## config.mk

```make
export PLATFORM = sky130hd
export DESIGN_NAME = gated_clk_en_ctrl_flat
export DESIGN_NICKNAME = d
export VERILOG_FILES = /design/src/rtl/gated_clk_en_ctrl_if.sv /design/src/rtl/gated_clk_en_ctrl.sv /design/src/flat_wrapper.sv
export SDC_FILE = /design/constraint.sdc
export NUM_CORES = 1
export LEC_CHECK = 0
export BUFFER_PORTS_ARGS = -buffer_cell sky130_fd_sc_hd__buf_2
export CORE_MARGIN = 2
export CORE_UTILIZATION = 46
export DETAILED_ROUTE_END_ITERATION = 8
export PLACE_DENSITY = 0.68
export SLEW_MARGIN = 20
export SYNTH_ARGS = -nofsm -noshare
export SYNTH_HDL_FRONTEND = slang
export SYNTH_SLANG_ARGS = --single-unit
```

## constraint.sdc

```tcl
create_clock -name forever_cpuclk -period 1.6 [get_ports forever_cpuclk]
set_input_delay 0.24 -clock forever_cpuclk [delete_from_list [all_inputs] [get_ports forever_cpuclk]]
set_output_delay 0.24 -clock forever_cpuclk [all_outputs]
set_load 0.01 [all_outputs]
```

## src/rtl/gated_clk_en_ctrl_if.sv

```systemverilog
// ---------------------------------------------------------------------------
// gated_clk_en_ctrl_if
//   Activity/handshake bundle between a clock-gated module and the
//   enable controller that watches it.
//   busy     : module has work in flight
//   req_vld  : activity request lines, held high by the requester until acked
//   req_ack  : acknowledge, only asserted while the gated clock is settled
// Modports
//   master : the activity source (drives busy/req_vld, sees req_ack)
//   slave  : the enable controller
// ---------------------------------------------------------------------------
interface gated_clk_en_ctrl_if #(
  parameter int NUM_REQ = 4
);
  logic               busy;
  logic [NUM_REQ-1:0] req_vld;
  logic [NUM_REQ-1:0] req_ack;

  modport master (output busy, output req_vld, input  req_ack);
  modport slave  (input  busy, input  req_vld, output req_ack);
endinterface

```

## src/rtl/gated_clk_en_ctrl.sv

```systemverilog
// ---------------------------------------------------------------------------
// gated_clk_en_ctrl
//   Idle-detect enable controller for one gated clock cell. Runs on the
//   free-running clock, drops local_en after IDLE_THRESH consecutive idle
//   cycles, and on new activity re-enables the clock while holding
//   requesters off for WAKE_DLY cycles before acknowledging.
// Ports
//   forever_cpuclk : free-running clock, never gated
//   cpurst         : synchronous reset, active-high
//   ctrl_gate_en   : 1 = gating allowed, 0 = clock forced on
//   act_if         : busy / req_vld in, req_ack out (slave modport)
//   local_en       : registered enable to the gated clock cell
//   clk_rdy        : registered, gated clock running and settled
//   clk_gated      : registered, controller is in the gated state
// ---------------------------------------------------------------------------
module gated_clk_en_ctrl #(
  parameter int NUM_REQ     = 4,
  parameter int IDLE_THRESH = 8,
  parameter int WAKE_DLY    = 2,
  parameter int CNT_W       = 4
) (
  input  logic                forever_cpuclk,
  input  logic                cpurst,
  input  logic                ctrl_gate_en,
  gated_clk_en_ctrl_if.slave  act_if,
  output logic                local_en,
  output logic                clk_rdy,
  output logic                clk_gated
);

  localparam logic [CNT_W-1:0] THRESH_M1 = CNT_W'(IDLE_THRESH - 1);
  localparam logic [CNT_W-1:0] WAKE_INIT = CNT_W'(WAKE_DLY - 1);
  localparam logic [CNT_W-1:0] CNT_ONE   = CNT_W'(1);

  typedef enum logic [1:0] {
    ST_RUN   = 2'd0,
    ST_COUNT = 2'd1,
    ST_GATED = 2'd2,
    ST_WAKE  = 2'd3
  } state_e;

  state_e            state_q, state_d;
  logic [CNT_W-1:0]  idle_cnt_q, idle_cnt_d;
  logic [CNT_W-1:0]  wake_cnt_q, wake_cnt_d;
  logic              local_en_q, local_en_d;
  logic              clk_rdy_q, clk_rdy_d;
  logic              clk_gated_q, clk_gated_d;
  logic              idle;

  assign idle = ctrl_gate_en & ~act_if.busy & ~(|act_if.req_vld);

  // NOTE: every variable written here gets a default first, so no path can
  // leave it unassigned and infer a latch.
  always_comb begin
    state_d    = state_q;
    idle_cnt_d = idle_cnt_q;
    wake_cnt_d = wake_cnt_q;

    unique case (state_q)
      ST_RUN: begin
        if (idle) begin
          if (THRESH_M1 == '0) begin
            // A threshold of one gates on the very first idle edge.
            state_d    = ST_GATED;
            idle_cnt_d = '0;
          end else begin
            state_d    = ST_COUNT;
            idle_cnt_d = CNT_ONE;
          end
        end
      end
      ST_COUNT: begin
        if (!idle) begin
          // Activity on the threshold edge still wins: no gating.
          state_d    = ST_RUN;
          idle_cnt_d = '0;
        end else if (idle_cnt_q == THRESH_M1) begin
          // Leave COUNT at threshold so the counter can never wrap.
          state_d    = ST_GATED;
          idle_cnt_d = '0;
        end else begin
          idle_cnt_d = idle_cnt_q + CNT_ONE;
        end
      end
      ST_GATED: begin
        // ~idle covers busy, any request and ctrl_gate_en dropping.
        if (!idle) begin
          state_d    = ST_WAKE;
          wake_cnt_d = WAKE_INIT;
        end
      end
      ST_WAKE: begin
        // Inputs are ignored until the clock has settled and RUN is reached.
        if (wake_cnt_q == '0) begin
          state_d = ST_RUN;
        end else begin
          wake_cnt_d = wake_cnt_q - CNT_ONE;
        end
      end
      default: state_d = ST_RUN;
    endcase

    // Outputs are decoded from the next state and registered, so local_en
    // comes straight from a flop and cannot glitch.
    local_en_d  = (state_d != ST_GATED);
    clk_rdy_d   = (state_d == ST_RUN) || (state_d == ST_COUNT);
    clk_gated_d = (state_d == ST_GATED);
  end

  // NOTE: sequential state uses non-blocking assignments so every flop
  // samples the pre-edge values regardless of statement order.
  always_ff @(posedge forever_cpuclk) begin
    if (cpurst) begin
      state_q     <= ST_RUN;
      idle_cnt_q  <= '0;
      wake_cnt_q  <= '0;
      local_en_q  <= 1'b1;
      clk_rdy_q   <= 1'b1;
      clk_gated_q <= 1'b0;
    end else begin
      state_q     <= state_d;
      idle_cnt_q  <= idle_cnt_d;
      wake_cnt_q  <= wake_cnt_d;
      local_en_q  <= local_en_d;
      clk_rdy_q   <= clk_rdy_d;
      clk_gated_q <= clk_gated_d;
    end
  end

  assign local_en       = local_en_q;
  assign clk_rdy        = clk_rdy_q;
  assign clk_gated      = clk_gated_q;
  assign act_if.req_ack = act_if.req_vld & {NUM_REQ{clk_rdy_q}};

endmodule
```

## src/flat_wrapper.sv

```systemverilog
// flat-port wrapper written by rule: the top's interface ports become plain ports
module gated_clk_en_ctrl_flat 
#(
  parameter int NUM_REQ     = 4,
  parameter int IDLE_THRESH = 8,
  parameter int WAKE_DLY    = 2,
  parameter int CNT_W       = 4
)
  (forever_cpuclk, cpurst, ctrl_gate_en, local_en, clk_rdy, clk_gated, act_if_busy, act_if_req_vld, act_if_req_ack);
  gated_clk_en_ctrl_if #(.NUM_REQ(NUM_REQ)) act_if_i ();
  input  logic forever_cpuclk;
  input  logic cpurst;
  input  logic ctrl_gate_en;
  output logic local_en;
  output logic clk_rdy;
  output logic clk_gated;
  input wire logic [$bits(act_if_i.busy)-1:0] act_if_busy;
  input wire logic [$bits(act_if_i.req_vld)-1:0] act_if_req_vld;
  output wire logic [$bits(act_if_i.req_ack)-1:0] act_if_req_ack;
  assign act_if_i.busy = act_if_busy;
  assign act_if_i.req_vld = act_if_req_vld;
  assign act_if_req_ack = act_if_i.req_ack;
  gated_clk_en_ctrl #(.NUM_REQ(NUM_REQ), .IDLE_THRESH(IDLE_THRESH), .WAKE_DLY(WAKE_DLY), .CNT_W(CNT_W)) u_core (.forever_cpuclk(forever_cpuclk), .cpurst(cpurst), .ctrl_gate_en(ctrl_gate_en), .act_if(act_if_i), .local_en(local_en), .clk_rdy(clk_rdy), .clk_gated(clk_gated));
endmodule
```

After elaboration in Yosys (flattened, before gate mapping) --
Cells that the tools add are included.
Word-level totals: flip-flop bits (word level) 13, latch bits 0, bits in writable memories 0, ROM bits 0, bits of input ports 8, output and inout port bits 7, logic and storage cells 45, memories 0
Operators by class: $add $sub $neg 2, multiply operators 0, div/mod/pow operators 0, order comparisons 0, eq/ne operators 10, shifts and indexed selects 0, muxes and demuxes 13, bitwise logic cells 5, reductions and logical operators 9
Operators with widths (count):
- two-way mux 4 bit | 5
- one-hot mux 4 bit (2 select lines) | 2
- two-way mux 2 bit | 5
- one-hot mux 2 bit (4 select lines) | 1
- equality test 2 bit, second input constant | 3
- != test 2 bit, second input constant | 3
- adder 4 x 1 -> 4 bit, second input constant | 1
- AND 4 bit | 1
- equality test 2 x 1 -> 1 bit, second input constant | 2
- equality test 4 x 3 -> 1 bit, second input constant | 1
- zero test 2 bit | 2
- zero test 4 bit | 1
- nonzero test 2 bit | 2
- OR reduction 4 bit | 1
- subtractor 4 x 1 -> 4 bit, second input constant | 1
- AND reduction 3 bit | 1
- AND 1 bit | 2
- != test 2 x 1 -> 1 bit, second input constant | 1
- NOT 1 bit | 2
- AND reduction 2 bit | 1
- logical OR 1 bit | 1

Logic depth before layout (Yosys ltp) --
Gate-level depths: netlist of run 1.
depth after elaboration 7, depth in mapped cells 6, mapped depth without buffers 6

Worst setup path after synthesis of run 1 --
No wires, ideal clock.
kind in2reg, from input port act_if_busy, to register u_core.idle_cnt_q[2], setup time 0.132 ns, arrival time 1.419 ns, required time 1.468 ns, setup slack 0.048 ns, stages on the path 4, cells stage by stage or4b_4 > or3_4 > a21oi_4 > o32ai_1
On the way: longest elaborated chain between the ends 5, elaborated cells on any way between the ends 7, those cells by class 1 x eq/ne; 2 x mux; 3 x bitwise; 1 x reduce/logical
Ends and longest elaborated chain:
- from (decl) | RTL line flat_wrapper.sv:17 | input wire logic [$bits(act_if_i.busy)-1:0] act_if_busy;
- NOT 1 bit * | RTL line gated_clk_en_ctrl.sv:50 | assign idle = ctrl_gate_en & ~act_if.busy & ~(|act_if.req_vld);
- AND 1 bit * (2 in series) | RTL line gated_clk_en_ctrl.sv:50
- two-way mux 4 bit or != test 2 x 1 -> 1 bit (tied branches)
- one-hot mux 4 bit (2 select lines) or AND reduction 2 bit (tied branches)
- to (signal assigned) | RTL line gated_clk_en_ctrl.sv:122 | idle_cnt_q <= idle_cnt_d;
- to (decl) | RTL line gated_clk_en_ctrl.sv:43 | logic [CNT_W-1:0] idle_cnt_q, idle_cnt_d;
Mark *: on every way between the ends. The rest lies on a longest branch, timed or not. A chain may end at the register's enable or synchronous reset.

Final worst setup path of run 1 --
from register u_core.wake_cnt_q[0], to register u_core.wake_cnt_q[3]
On the way: longest elaborated chain between the ends 3, elaborated cells on any way between the ends 6, those cells by class 1 x add/sub; 1 x eq/ne; 2 x mux; 2 x reduce/logical
Ends and longest elaborated chain:
- from (decl) | RTL line gated_clk_en_ctrl.sv:44 | logic [CNT_W-1:0] wake_cnt_q, wake_cnt_d;
- from (signal assigned) | RTL line gated_clk_en_ctrl.sv:123 | wake_cnt_q <= wake_cnt_d;
- subtractor 4 x 1 -> 4 bit or zero test 4 bit (tied branches) | RTL line gated_clk_en_ctrl.sv:97, gated_clk_en_ctrl.sv:94
- two-way mux 4 bit or != test 2 bit (tied branches)
- one-hot mux 4 bit (2 select lines) or AND reduction 3 bit (tied branches)
Several ways; a longest one is shown, not always the timed one. The select of a mux whose other input is x is not followed.

==> reports/metrics.cfg, run 1 <==
[worst_hold_path]
hp-class = in -> reg
hold_end = u_core.state_q[0]$_SDFF_PP0_
hold_depth = 2
min_from = cpurst

[sta]
relSlewSlack_pct = 76.8
finalCritPeriodShare_pct = 94.7
drv_slew = 0
fin_crit_ps = 1520
tightest_slew_ps = 345
hold_violations = 0
setup_viol = 0
fmax_ghz = 0.660
fin_tns_setup_ps = 0
skew_ps = 1.70
rsz0062_at_grt = no

[place]
port-buffer-count = 14
dpl.hpwl_um = 1100
place_congestion = 0.753
placed_area_um2 = 817
place_inst = 107

[setup_path]
crit_family = simple AND/OR/NAND/NOR gates
worstPathRequired_ps = 1810
r2r_end = u_core.wake_cnt_q[3]$_SDFFE_PP0P_
timing.critical_path.cells = inv_1, ha_1, nand2_2, o31ai_4, or4_1, a21oi_1
r2r-start = u_core.wake_cnt_q[0]$_SDFFE_PP0P_
path_buf_inv = 1
end_kind = flop
crit_type = reg -> reg
rrSetupSlack_ps = 80
crit_path_start_kind = flop
cp.arrival_ps = 1730
slowest_delay_ps = 510
critPathSlowestCell = or4_1
path_max_fanout = 9
reg2regPathDepth = 6

[clocking]
hold_buffers = 0
cts-root-buf = clkbuf_4
postCtsResizedCells = 0
cts_buffer_depth = 2
cts_tree = done
cts_inserted_buffers = 3
clk_pin_slew_worst_paths_ps = 80
clkLatencyLatePin_ps = 270
cts_setup_buffers = 0
cts_num_sinks = 13
ctsHtreeMaxLevel = 1

[floorplanning]
die_area_mm2 = 0.00186
die_y_um = 43.2
start_util_pct = 48.0
ioPinCount = 15
core_mm2 = 0.00147
chipWidth_um = 43.2
num_rows = 14

[global_routing]
grt_pass1_vias = 590
grt_first_pass_wirelength_um = 2420
grt_util_all_layers_pct = 17.6
grt-ovfl-total = 0
grt_max_degree = 16
antenna_found_initial = 0

[detailed_routing]
drc_errors = 0
initialDrtViolationCount = 34
postRouteAntennaNets = 0
wl_um = 1460
wire_per_inst_um = 13.1
via_count = 660
drt-pass1-iter-count = 4
avgViaCountPerCell = 5.95

[layout]
final_area_um2 = 855
multiInputGateArea_um2 = 425
drive_gt1_share_pct = 30.5
fin_cells = 111
syn_to_final_growth_pct = 21.1
fillers = 127
nets = 107
regArea_um2 = 260
antenna_cells = 0

[synthesis]
async_flop_share_pct = 0
yosys.cell_types.count = 33
synth_nets = 86
synth_edf_count = 0
yosys_warnings = 0
ys_seq_area_share_pct = 36.9
ys_ff_latch = 13
synth.avg_cell_area_um2 = 9.41
synth_top_flop_cell = dfxtp_1
syn-instance-count = 75
synth_area_um2 = 706

[job]
maxCapViolCount = 0

[pwr]
power_uw = 569
p_per_area_mw_per_mm2 = 666
p_leak_nw = 0.302
ir_drop_mv = 0.474

[status]
status = completed

[worst reg2reg max path: stages (launching register included)]
cell and delay, ps:
dfxtp_1 330, inv_1 80, ha_1 210, nand2_2 90
o31ai_4 90, or4_1 510, a21oi_1 140
[cells by family after synthesis]
kind of cell | Yosys count | synth area share (%)
muxes | 2 | 2.84
buffers and inverters | 8 | 4.43
adders and majority gates | 3 | 5.32
DFF | 13 | 36.9
and+or+nand+nor | 27 | 27.3
AOI/OAI and AO/OA | 22 | 23.2
[layer usage]
metal  up-vias  GRT usage [%]  part of all wire, %
li1        323              -                    -
met1       304           21.3                   43
met2        31           29.0                   48
met3         2           3.83                  8.9
met4         0           9.09                 0.69
met5         -              0                    0
[registers in the layout, summed over array words and instances (netlist names)]
name,count
u_core.idle_cnt_q,4
u_core.state_q,2
u_core.local_en,1
u_core.wake_cnt_q,4
u_core.clk_rdy,1
u_core.clk_gated,1
[worst max-delay path by stage]
stage / cells after the start / slack (ps) / endpoint / from
3_5_place_dp: 5 / -90 / u_core.idle_cnt_q[2]$_SDFFE_PP0P_ / act_if_busy
3_3_place_gp: 5 / -90 / u_core.idle_cnt_q[2]$_SDFFE_PP0P_ / act_if_busy
2_1_floorplan: 4 / 50 / u_core.idle_cnt_q[2]$_SDFFE_PP0P_ / act_if_busy
4_1_cts: 6 / 50 / u_core.wake_cnt_q[3]$_SDFFE_PP0P_ / u_core.wake_cnt_q[0]$_SDFFE_PP0P_
5_1_grt: 6 / 5 / u_core.wake_cnt_q[3]$_SDFFE_PP0P_ / u_core.wake_cnt_q[0]$_SDFFE_PP0P_
6_report: 6 / 80 / u_core.wake_cnt_q[3]$_SDFFE_PP0P_ / u_core.wake_cnt_q[0]$_SDFFE_PP0P_
[synthesized netlist by cell type (all sizes together) (2+ instances only)]
library cell,instances,area (um2)
inv,6,22.5
nor3,2,21.3
o31ai,3,27.5
dfxtp,13,260
or3,3,23.8
or4,2,15.0
nand2b,2,12.5
nor2,2,7.51
nand2,4,15.0
nor4,2,27.5
nand3,2,10.0
a211oi,3,22.5
mux2i,2,20.0
and2,4,25.0
o32ai,3,26.3
nand3b,2,15.0
ha,3,37.5
a21oi,8,51.3
[where the power goes]
group,switching (mW),internal [mW]
Clock,0.108,0.0966
Sequential,0.000450,0.324
Combinational,0.0219,0.0185
Total,0.130,0.439
[area by class of cell]
type,instances,area share (%)
clock buffers,4,3.07
inverters,6,2.64
multi-input cells,54,49.8
flip-flops and latches,13,30.5
well taps,16,2.34
repair buffers,18,11.7
[metrics by stage]
stage	hold WS [ps]	utilization (%)	setup slack, ps
2_1_floorplan	358	-	48.3
3_3_place_gp	473	55.5	-87.4
3_5_place_dp	478	55.5	-87.3
4_1_cts	301	57.3	54.1
5_1_grt	312	58.1	4.64
6_report	307	58.1	84.4
[placed cells by master, fill, tap and decap left out]
master / instances
a211oi_1: 3
buf_4: 4
nand3_1: 2
or4b_4: 1
inv_2: 1
nand3b_1: 2
nand2_1: 3
nor2_1: 2
nor3_4: 1
ha_1: 3
o32ai_1: 3
and2_1: 4
buf_2: 14
or3_1: 2
a21oi_4: 1
a21oi_1: 7
nor4_4: 1
nand2b_1: 2
o21bai_1: 1
nor4_1: 1
nor3_1: 1
inv_1: 5
dfxtp_1: 13
o31ai_1: 2
or3_4: 1
o21ai_0: 1
clkbuf_4: 3
or4_1: 2
a211o_1: 1
or2_1: 1
clkbuf_1: 1
o211ai_1: 1
o31ai_4: 1
mux2i_1: 2
nand2_2: 1
a21o_1: 1
Note: power is estimated with default switching activity, not from simulation.
==> run 2, diff against run 1 <==
- CORE_UTILIZATION: 46 -> 50
- PLACE_DENSITY: 0.68 -> 0.7
- clock period: 1.6 -> 1.65 ns (I/O delays scaled with it)
==> run 2 against run 1 <==
Compared with the run above:
- utilization rose by 5.5 points
- fmax rose by 0.20%
- worst hold slack gained 5.6 ps
- flip-flop and latch count did not move
- count of clock-buffer cells in the layout unchanged
- via count decreased by 3.8%
- sequential share of layout area is 0.59 points higher
==> reports/metrics.cfg, run 2 (synthesized netlist as in run 1, its figures left out) <==
[floorplanning]
ioPinCount = 15
die_y_um = 41.6
core_mm2 = 0.00132
chipWidth_um = 41.6
die_area_mm2 = 0.00173
start_util_pct = 53.6
num_rows = 13

[clocking]
postCtsResizedCells = 0
cts_tree = done
cts_buffer_depth = 2
cts_num_sinks = 13
clk_pin_slew_worst_paths_ps = 80
cts_inserted_buffers = 3
cts-root-buf = clkbuf_4
hold_buffers = 0
cts_setup_buffers = 0
ctsHtreeMaxLevel = 1
clkLatencyLatePin_ps = 270

[sta]
timing.final.ws_setup_ps = 137
hold_violations = 0
fin_tns_setup_ps = 0
rsz0062_at_grt = no
skew_ps = 0.746
finalCritPeriodShare_pct = 91.7
relSlewSlack_pct = 75.5
fmax_ghz = 0.661
drv_slew = 0
tightest_slew_ps = 364
setup_viol = 0
fin_crit_ps = 1510

[detailed_routing]
via_count = 635
avgViaCountPerCell = 5.88
drc_errors = 0
postRouteAntennaNets = 0
wire_per_inst_um = 13.0
drt-pass1-iter-count = 4
initialDrtViolationCount = 4
wl_um = 1400

[setup_path]
cp.arrival_ps = 1720
worstPathRequired_ps = 1860
crit_type = reg -> reg
rrSetupSlack_ps = 140
crit_path_start_kind = flop
path_max_fanout = 9
end_kind = flop
reg2regPathDepth = 6

[pwr]
p_clk_share_pct = 35.6
switchingPower_uw = 123
p_leak_nw = 0.291
ir_drop_mv = 0.396
power_uw = 548
p_seq_share_pct = 57.4
p_per_area_mw_per_mm2 = 654
p_sw_share_pct = 22.5
internal-power_uw = 425
power.share.combinational_pct = 7.0

[global_routing]
grt_first_pass_wirelength_um = 2500
grt_util_all_layers_pct = 18.7
grt-ovfl-total = 0
grt_max_degree = 16
grt_pass1_vias = 574
antenna_found_initial = 0

[layout]
drive_gt1_share_pct = 29.0
nets = 105
reg_top3 = u_core.idle_cnt_q (4), u_core.wake_cnt_q (4), u_core.state_q (2)
layout_commonest_cell = buf_2
final_cell_mix = 14 x buf_2, 13 x dfxtp_1, 7 x a21oi_1, 5 x inv_1, 4 x and2_1
final_area_um2 = 838
syn_to_final_growth_pct = 18.8
antenna_cells = 0

[status]
status = completed

[worst_hold_path]
hold_depth = 2
hp-class = in -> reg

[job]
maxCapViolCount = 0

[place]
placed_area_um2 = 801
preCtsSetupSlack_ps = -58.7
port-buffer-count = 14
dpl.hpwl_um = 1040
place_congestion = 0.744

==> run 2: stage by stage <==
step	utilization [%]	instances	hold slack, ps
finish	63.6	108	313
global route	63.6	108	331
CTS	62.8	108	307
detailed placement	60.8	104	483
global placement	60.8	104	480
floorplan	-	75	366
==> run 2: final cells by class <==
type | instances | area, um2
clock buffer | 4 | 26.3
timing repair buffer | 16 | 85.1
multi-input combinational | 54 | 425
tap | 15 | 18.8
sequential | 13 | 260
fill | 130 | 479
inverter | 6 | 22.5
==> run 2: worst max-delay path: stages (launching register included) <==
cell and delay (ps):
dfxtp_1 330, inv_1 80, ha_1 210, nand2_2 90, o31ai_4 90, or4_1 510, a21oi_1 140
==> run 2: worst paths after layout <==
| check | startpoint | to |
|---|---|---|
| worst max-delay path | u_core.wake_cnt_q[0]$_SDFFE_PP0P_ | u_core.wake_cnt_q[3]$_SDFFE_PP0P_ |
| worst min-delay path | cpurst | u_core.wake_cnt_q[1]$_SDFFE_PP0P_ |
| worst max register to register | u_core.wake_cnt_q[0]$_SDFFE_PP0P_ | u_core.wake_cnt_q[3]$_SDFFE_PP0P_ |
| worst min register to register | u_core.wake_cnt_q[1]$_SDFFE_PP0P_ | u_core.wake_cnt_q[1]$_SDFFE_PP0P_ |
==> run 2: layer usage <==
metal	global-route usage (%)	part of all wire, %
met1	24.6	45
met2	28.1	47
met3	4.78	7.6
met4	9.68	0.86
met5	0	0
==> run 2: power by group through the flow <==
stage / sequential [mW] / combinational, mW / clock (mW)
after floorplan: 0.322 / 0.0183 / 0
after global placement: 0.322 / 0.0383 / 0
after detailed placement: 0.322 / 0.0386 / 0
after CTS: 0.314 / 0.0385 / 0.204
after global routing: 0.314 / 0.0418 / 0.217
final: 0.314 / 0.0384 / 0.195
==> run 3, diff against run 2 <==
- BUFFER_PORTS_ARGS: -buffer_cell sky130_fd_sc_hd__buf_2 -> -buffer_cell sky130_fd_sc_hd__clkbuf_2
- MAX_ROUTING_LAYER: default -> met4
- SETUP_SLACK_MARGIN: default -> 0.15
==> run 3 against run 2 <==
Compared with the run above:
- sequential share of layout area down 0.94 points
- clock power about the same
- design area up 4.6%
- routed wire length up 4.0%
- die area unchanged
- non-clock buffer count up 1
- power up 0.29%
==> reports/metrics.cfg, run 3 (synthesized netlist as in run 1, its figures left out) <==
[setup_path]
timing.critical_path.cells = inv_2, ha_2, nand2_2, o31ai_4, or4_4, a21oi_2
rrSetupSlack_ps = 200
startpoint = u_core.wake_cnt_q[0]$_SDFFE_PP0P_
end_kind = flop
critPathSlowestCell = or4_4
slowest_delay_ps = 520
worstPathRequired_ps = 1860
r2r-start = u_core.wake_cnt_q[0]$_SDFFE_PP0P_
crit_path_start_kind = flop
crit_type = reg -> reg
reg2regPathDepth = 6
path_max_fanout = 5
r2r_end = u_core.wake_cnt_q[2]$_SDFFE_PP0P_
cp.arrival_ps = 1670

[floorplanning]
die_y_um = 41.6
core_mm2 = 0.00132
start_util_pct = 53.6
chipWidth_um = 41.6
ioPinCount = 15
die_area_mm2 = 0.00173
num_rows = 13

[sta]
finalCritPeriodShare_pct = 88.1
skew_ps = 1.59
drv_slew = 0
hold_slack_ps = 340
relSlewSlack_pct = 73.9
setup_viol = 0
fin_crit_ps = 1450
rsz0062_at_grt = yes
fmax_ghz = 0.688
timing.final.ws_setup_ps = 196
hold_violations = 0
tightest_slew_ps = 389

[detailed_routing]
avgViaCountPerCell = 5.78
drt-pass1-iter-count = 4
initialDrtViolationCount = 10
wire_per_inst_um = 13.3
drc_errors = 0
postRouteAntennaNets = 0
wl_um = 1460
via_count = 636

[place]
place_congestion = 0.794
port-buffer-count = 14
place_inst = 104
preCtsSetupSlack_ps = -34.3
dpl.hpwl_um = 1060

[clocking]
cts_inserted_buffers = 3
clkLatencyLatePin_ps = 270
cts_tree = done
clk_pin_slew_worst_paths_ps = 80
cts_num_sinks = 13
ctsHtreeMaxLevel = 1
cts-root-buf = clkbuf_4
cts_buffer_depth = 2

[global_routing]
grt_util_all_layers_pct = 18.1
grt_pass1_vias = 559
grt_max_degree = 16
antenna_found_initial = 0
grt_first_pass_wirelength_um = 2380
grt-ovfl-total = 0

[layout]
fin_cells = 110
multiInputGateArea_um2 = 453
fillers = 109
antenna_cells = 0
syn_to_final_growth_pct = 24.3
drive_gt1_share_pct = 40.0
layout_commonest_cell = clkbuf_2
regArea_um2 = 264
nets = 107
reg_top3 = u_core.idle_cnt_q (4), u_core.wake_cnt_q (4), u_core.state_q (2)
final_cell_mix = 14 x clkbuf_2, 10 x dfxtp_1, 6 x a21oi_1, 4 x inv_1, 4 x and2_1
fin_util_pct = 66.6

[status]
status = completed

[pwr]
ir_drop_mv = 0.462
power_uw = 550
p_seq_share_pct = 57.2
p_sw_share_pct = 22.7
p_clk_share_pct = 35.7
internal-power_uw = 425
p_per_area_mw_per_mm2 = 627
power.share.combinational_pct = 7.1
p_leak_nw = 0.299
switchingPower_uw = 125

[worst_hold_path]
hp-class = in -> reg
hold_depth = 2
min_from = cpurst
hold_end = u_core.wake_cnt_q[1]$_SDFFE_PP0P_

[job]
maxCapViolCount = 0

[run 3: cell types whose count changed in the layout (fill, tap and decap cells not counted), moves of 2 or more]
cell	before	now
dfxtp_1	13	10
dfxtp_2	0	3
buf_2	14	0
ha_2	0	2
clkbuf_2	0	14
ha_1	3	1
[run 3: critical path, delay by kind of cell, from the launching register on]
kind                     cells  cell delay [ps]
AND/OR/NAND/NOR              2              620
flip-flops                   1              340
AO/OA/AOI/OAI                2              220
adder cells (fa/ha/maj)      1              170
buffers and inverters        1               50
[run 3: metrics by stage]
stage	area, um2	TNS (ps)
after floorplan	706	0
after global placement	801	-48.6
after detailed placement	801	-78.1
after CTS	840	0
after global routing	877	0
final	877	0
[run 3: timing repair]
action	in CTS	in global routing
gates resized for setup	3	8
hold buffers	0	0
setup endpoints to repair	4	3
cloned	0	1
pin swaps	1	4
setup buffers	0	1
[run 3: layout make-up]
class / count / area share [%]
clock buffers: 4 / 3.00
inverters: 6 / 2.57
multi-input cells: 55 / 51.6
flip-flops and latches: 13 / 30.1
well taps: 15 / 2.14
repair buffers: 17 / 10.6
[run 3: worst max path at each step]
stage,end,cells past startpoint
after CTS,u_core.wake_cnt_q[3]$_SDFFE_PP0P_,6
after global routing,u_core.wake_cnt_q[1]$_SDFFE_PP0P_,6
after global placement,u_core.idle_cnt_q[3]$_SDFFE_PP0P_,5
final,u_core.wake_cnt_q[2]$_SDFFE_PP0P_,6
after detailed placement,u_core.idle_cnt_q[2]$_SDFFE_PP0P_,5
after floorplan,u_core.idle_cnt_q[2]$_SDFFE_PP0P_,4
[run 3: power groups by stage]
stage / combinational, mW / clock (mW) / sequential, mW
after floorplan: 0.0183 / 0 / 0.322
after global placement: 0.0384 / 0 / 0.322
after detailed placement: 0.0388 / 0 / 0.322
after CTS: 0.0390 / 0.203 / 0.314
after global routing: 0.0427 / 0.213 / 0.314
final: 0.0391 / 0.196 / 0.314
[run 3: layer usage]
metal | routed length (um) | vias to the layer above | GRT usage (%)
met4 | 13 | 0 | 9.68
met1 | 678 | 296 | 22.3
met3 | 62 | 2 | 3.48
met5 | 0 | - | -
li1 | - | 325 | -
met2 | 704 | 13 | 27.8
